`src/rtl/pong_ball_engine.sv`:
```
// Ball-motion engine for the Pong datapath: position, direction, slope and
// speed-up register file driven by the game FSM state and collision inputs.
module pong_ball_engine #(
  parameter int unsigned SCR_W       = 640,
  parameter int unsigned SCR_H       = 480,
  parameter int unsigned BALL_SZ     = 16,
  parameter int unsigned CW          = 19,
  parameter int unsigned PERIOD_INIT = (2 ** CW) - 1,
  parameter int unsigned PERIOD_MIN  = 2 ** (CW - 1),
  parameter int unsigned PERIOD_STEP = 12500,
  parameter int unsigned MAX_DY      = 3
) (
  input  logic          clk,
  input  logic          rst,
  input  logic [1:0]    state,
  input  logic          serve_dir,
  input  logic          hit_left,
  input  logic          hit_right,
  input  logic          hit_top,
  input  logic          hit_bottom,
  input  logic [1:0]    hit_zone,
  output logic [9:0]    ball_x,
  output logic [9:0]    ball_y,
  output logic [1:0]    ball_status,
  output logic          score_pulse,
  output logic [CW-1:0] period
);

  localparam logic [9:0]    LP_OX    = 10'((SCR_W - BALL_SZ) / 2);
  localparam logic [9:0]    LP_OY    = 10'((SCR_H - BALL_SZ) / 2);
  localparam logic [9:0]    LP_XMAX  = 10'(SCR_W - BALL_SZ);
  localparam logic [9:0]    LP_YMAX  = 10'(SCR_H - BALL_SZ);
  localparam logic [CW-1:0] LP_PINIT = CW'(PERIOD_INIT);
  localparam logic [CW-1:0] LP_PMIN  = CW'(PERIOD_MIN);
  localparam logic [CW-1:0] LP_PSTEP = CW'(PERIOD_STEP);
  localparam logic [CW:0]   LP_FLOOR = (CW + 1)'(PERIOD_MIN + PERIOD_STEP);

  typedef enum logic [1:0] {
    GS_START = 2'b00,
    GS_SERVE = 2'b01,
    GS_PLAY  = 2'b10,
    GS_DONE  = 2'b11
  } game_t;

  typedef enum logic [1:0] {
    BS_PLAYING = 2'b00,
    BS_P1      = 2'b01,
    BS_P2      = 2'b10
  } ball_st_t;

  logic [9:0]    r_x, r_y;
  ball_st_t      r_status;
  logic          r_pulse;
  logic [CW-1:0] r_period;
  logic [CW-1:0] r_cnt;
  logic          r_dirx, r_diry;
  logic [1:0]    r_dy;

  game_t         w_game;
  logic          w_tick;
  logic [CW-1:0] w_period_dec;
  logic [1:0]    w_dy_hit;
  logic [9:0]    w_x_next, w_y_next;

  always_comb begin
    w_game = game_t'(state);
    // >= rather than == so a period shortened below the running count still ticks
    w_tick = (r_cnt >= r_period);
    w_period_dec = ({1'b0, r_period} >= LP_FLOOR) ? r_period - LP_PSTEP : LP_PMIN;
    w_dy_hit = (32'(hit_zone) > MAX_DY) ? 2'(MAX_DY) : hit_zone;
    w_x_next = r_dirx ? r_x - 10'd1 : r_x + 10'd1;
    if (r_diry)
      w_y_next = (r_y < 10'(r_dy)) ? '0 : r_y - 10'(r_dy);
    else
      w_y_next = (({1'b0, r_y} + 11'(r_dy)) > {1'b0, LP_YMAX}) ? LP_YMAX : r_y + 10'(r_dy);
  end

  always_ff @(posedge clk) begin
    if (rst) begin
      r_x      <= LP_OX;
      r_y      <= LP_OY;
      r_status <= BS_PLAYING;
      r_pulse  <= 1'b0;
      r_period <= LP_PINIT;
      r_cnt    <= '0;
      r_dirx   <= 1'b0;
      r_diry   <= 1'b0;
      r_dy     <= 2'd1;
    end else begin
      case (w_game)
        GS_START, GS_DONE: begin
          r_x      <= LP_OX;
          r_y      <= LP_OY;
          r_status <= BS_PLAYING;
          r_pulse  <= 1'b0;
          r_cnt    <= '0;
          r_dirx   <= 1'b0;
          r_diry   <= 1'b0;
          r_dy     <= 2'd1;
          if (w_game == GS_START) r_period <= LP_PINIT;
        end
        GS_SERVE: begin
          r_x      <= LP_OX;
          r_y      <= LP_OY;
          r_status <= BS_PLAYING;
          r_pulse  <= 1'b0;
          r_cnt    <= '0;
          r_period <= LP_PINIT;
          r_dy     <= 2'd1;
          r_dirx   <= serve_dir;
          r_diry   <= ~r_diry;
        end
        GS_PLAY: begin
          r_pulse <= 1'b0;
          if (r_status == BS_PLAYING) begin
            r_cnt <= w_tick ? '0 : r_cnt + CW'(1);
            if (hit_left && hit_right) begin
              r_dirx <= ~r_dirx;
            end else if (hit_left || hit_right) begin
              r_dirx   <= hit_right;
              r_period <= w_period_dec;
              r_dy     <= w_dy_hit;
            end
            if (hit_top && hit_bottom) r_diry <= ~r_diry;
            else if (hit_bottom)       r_diry <= 1'b1;
            else if (hit_top)          r_diry <= 1'b0;
            // The move uses the pre-hit direction/slope; a point freezes the ball in place
            if (w_tick) begin
              if (r_x == '0) begin
                r_status <= BS_P2;
                r_pulse  <= 1'b1;
              end else if (r_x == LP_XMAX) begin
                r_status <= BS_P1;
                r_pulse  <= 1'b1;
              end else begin
                r_x <= w_x_next;
                r_y <= w_y_next;
              end
            end
          end
        end
        default: ;
      endcase
    end
  end

  assign ball_x      = r_x;
  assign ball_y      = r_y;
  assign ball_status = r_status;
  assign score_pulse = r_pulse;
  assign period      = r_period;

endmodule

```
`config.mk`:
```
export PLATFORM = sky130hd
export DESIGN_NAME = pong_ball_engine
export DESIGN_NICKNAME = d
export VERILOG_FILES = /design/src/rtl/pong_ball_engine.sv
export SDC_FILE = /design/constraint.sdc
export NUM_CORES = 1
export LEC_CHECK = 0
export ABC_AREA = 1
export CORE_AREA = 2 2 112 103
export DETAILED_ROUTE_END_ITERATION = 8
export DIE_AREA = 0 0 114 105
export GPL_ROUTABILITY_DRIVEN = 0
export GPL_TIMING_DRIVEN = 1
export PLACE_DENSITY = 0.79
export SLEW_MARGIN = 25
export SYNTH_ARGS = -nofsm -noshare
export SYNTH_HDL_FRONTEND = slang
export SYNTH_SLANG_ARGS = --single-unit
```
`constraint.sdc`:
```
create_clock -name clk -period 3.6 [get_ports clk]
set_clock_uncertainty 0.1 [all_clocks]
set_input_delay 0.72 -clock clk [delete_from_list [all_inputs] [get_ports clk]]
set_output_delay 0.72 -clock clk [all_outputs]
set_load 0.01 [all_outputs]
```
==> flow_summary.yaml <==
timing:
  drv_slew: 0
  fin_hold_ws_ns: 0.403
  final-setup-viol-count: 0
  clock.fmax_mhz: 347
  tightest_slew_ns: 0.524
  hold_viol: 0
  fin_ws_ns: 0.716
  setup_tns_ns: 0
  rsz0062_at_grt: "false"
  maxSlewHeadroom_pct: 65.0
  period_share_pct: 80.1
  fin_crit_ns: 2.88
cts:
  clk_pin_slew_worst_paths_ns: 0.05
  cts_resized: 0
  clkLatencyLatePin_ns: 0.34
  cts_setup_buffers: 0
  clock_path_buffers: 2
  cts_tree: "yes"
  cts_root_buf: "clkbuf_16"
  cts.sinks: 64
  h-tree-depth: 3
  cts_made_buffers: 9
  holdBufCountCts: 0
power:
  vdd_drop_max_mv: 0.232
  power.density_mw_per_mm2: 329
  leakagePower_uw: 0.00289
critical_path:
  cp_data_arrival_time_ns: 2.99
  worst-r2r-cell-count: 16
  worst_r2r_startpoint: "period[6]$_SDFFE_PP1P_"
  start_kind: "primary input"
  endpoint_kind: "flip-flop"
  crit_type: "in -> reg"
  critPathMaxFanout: 17
  rrSetupSlack_ns: 0.82
  critical_path_required_ns: 3.71
  regToRegEndpoint: "ball_y[7]$_SDFFE_PP1P_"
final_layout:
  finalInstanceArea_mm2: 0.00614
  layout.nets: 908
  diodes: 0
  fillers: 1026
  syn2layout_area_growth_pct: 16.4
  drive_gt1_share_pct: 9.64
routing:
  wl_per_cell_um: 13.4
  postRouteAntennaNets: 0
  drtIter0Drc: 439
  vias: 5293
  drt-total-wl_um: 13300
  drtPass1Iterations: 5
  drc: 0
  vias_per_cell: 5.32
run:
  max_cap_viol_count: 0
placed_design:
  dp_slack_ns: 0.358
  dp_hpwl_um: 9770
  dpl-instance-area_mm2: 0.00585
  io_buffers: 52
global_route:
  grt_pass1_vias: 4643
  grt_pass1_wl_um: 22100
  grt_max_degree: 41
  grt.total_usage_pct: 22.7
  overflow: 0
  antenna_found_initial: 0
synthesis:
  synthMuxAreaShare_pct: 0
  syn_nets: 864
  ys_types: 47
  synthAdderAreaFrac_pct: 9.92
  syn_avg_cell_area_um2: 6.48
  synth_cells: 813
  ys_warn_count: 0
  synthSimpleGateAreaFrac_pct: 40.8
  syn_area_mm2: 0.00527
  ys_ff_latch: 64
  synthXorXnorAreaFrac_pct: 3.99
  ys_seq_area_share_pct: 24.3
  synth_top_family_by_area: "simple AND/OR/NAND/NOR gates"
  synth-compound-area-share_pct: 11.1
die:
  ios: 53
  initial_core_util_pct: 49.2
  dieArea_mm2: 0.0120
  rows: 36
  die_h_um: 105
  design.core.area_mm2: 0.0107
  chipWidth_um: 114
run_status:
  status: "finished, final reports clean"
worst_hold_path:
  holdPathEnd: "ball_status[0]$_SDFFE_PP0P_"
  min_path_type: "reg -> reg"
  hp-start: "ball_status[0]$_SDFFE_PP0P_"
  min_path_cells: 2
## metrics by stage
stage,cells,power [uW],utilization [%]
after floorplan,813,1050,-
after global placement,979,1160,54.6
after detailed placement,979,1170,54.6
after CTS,994,2030,57.2
after global routing,994,2130,57.2
final,994,2020,57.2
## metal layers
layer	share of wire (%)	up-vias	GRT usage [%]
met1	48	2380	31.5
met4	2.3	0	7.06
li1	-	2731	-
met2	44	160	35.1
met3	6.0	22	4.93
met5	0	-	0
## worst max-delay path by stage
stage | start | endpoint | slack (ns) | cells after the start
floorplan | period[6]$_SDFFE_PP1P_ | ball_y[5]$_SDFFE_PP1P_ | 1.46 | 14
finish | state[0] | period[0]$_SDFFE_PP1P_ | 0.72 | 13
CTS | state[0] | period[0]$_SDFFE_PP1P_ | 0.72 | 13
detailed placement | state[0] | period[0]$_SDFFE_PP1P_ | 0.36 | 13
global placement | state[0] | period[0]$_SDFFE_PP1P_ | 0.47 | 13
global route | state[0] | period[0]$_SDFFE_PP1P_ | 0.51 | 13
## synth_stat cells (all sizes together)
cell / instances / area share (%)
nand3b: 2 / 0.28
o21ai: 35 / 3.3
clkbuf: 10 / 0.97
nor2: 107 / 9.3
fa: 3 / 1.1
o211a: 1 / 0.19
nand3: 61 / 6.2
a22oi: 1 / 0.14
a21o: 1 / 0.14
inv: 97 / 6.9
buf: 13 / 1.9
or2: 2 / 0.24
a211o: 1 / 0.17
nand2: 244 / 19
o31ai: 2 / 0.38
and2: 1 / 0.12
clkinv: 1 / 0.071
xor2: 19 / 3.2
nor3b: 1 / 0.14
a21oi: 50 / 4.8
dfxtp: 64 / 24
nand4: 26 / 3.6
o21bai: 1 / 0.14
o211ai: 8 / 1.1
nor3: 14 / 1.6
ha: 37 / 8.8
nor4: 2 / 0.47
xnor2: 5 / 0.83
a32oi: 1 / 0.17
a211oi: 3 / 0.52
## final cells by class
type	instances	area (um2)	share of cell area [%]
inverters	98	368	6.00
clock inverters	4	45.0	0.734
flip-flops and latches	64	1280	20.9
well taps	133	166	2.71
repair buffers	56	563	9.18
clock buffers	11	243	3.96
multi-input cells	628	3470	56.5
## power breakdown
part	total, uW	switching (uW)	internal [uW]	leakage, uW
Clock	862	315	547	0.000145
Sequential	786	50.0	736	0.000522
Combinational	372	222	151	0.00222
## placed cells by master, fill, tap and decap left out, types with 4 or more instances in the layout
cell type        synthesis  routed
nor2_2                  12      12
nand2_4                  5       5
xor2_1                  19      19
inv_2                    8       8
o21ai_0                 26      26
ha_1                    37      37
dfxtp_1                 64      64
nor3_1                  11      11
nand2_2                 15      15
nor2_1                  87      87
nand4_1                 23      23
nor2_4                   8       8
xnor2_1                  5       5
clkdlybuf4s50_1          0      52
nand3_2                  4       4
inv_1                   89      89
nand3_1                 57      57
clkbuf_16                0       9
nand2_1                224     224
o21ai_1                  9       9
a21oi_1                 49      49
o211ai_1                 8       8
## registers in the layout, indices dropped and copies added, names as in the netlist
signal       count
r_cnt           19
r_dy             2
r_diry           1
ball_x          10
ball_status      2
ball_y          10
period          18
score_pulse      1
r_dirx           1
## critical path, stage by stage
cell and delay [ns]:
clkdlybuf4s50_1 0.51, inv_1 0.06, ha_1 0.22, inv_2 0.19, nor2_4 0.13, nor2_2 0.16
nand2_1 0.12, inv_1 0.10, nand2_2 0.20, inv_2 0.30, nand2_1 0.12, nand2_1 0.07
o211ai_1 0.07
## cell families after synthesis
group                    Yosys count
buffers and inverters            121
flip-flops                        64
AND/OR/NAND/NOR                  460
adder cells (fa/ha/maj)           40
XOR/XNOR                          24
AO/OA/AOI/OAI                    104
Power figures use the tool's default switching activity.
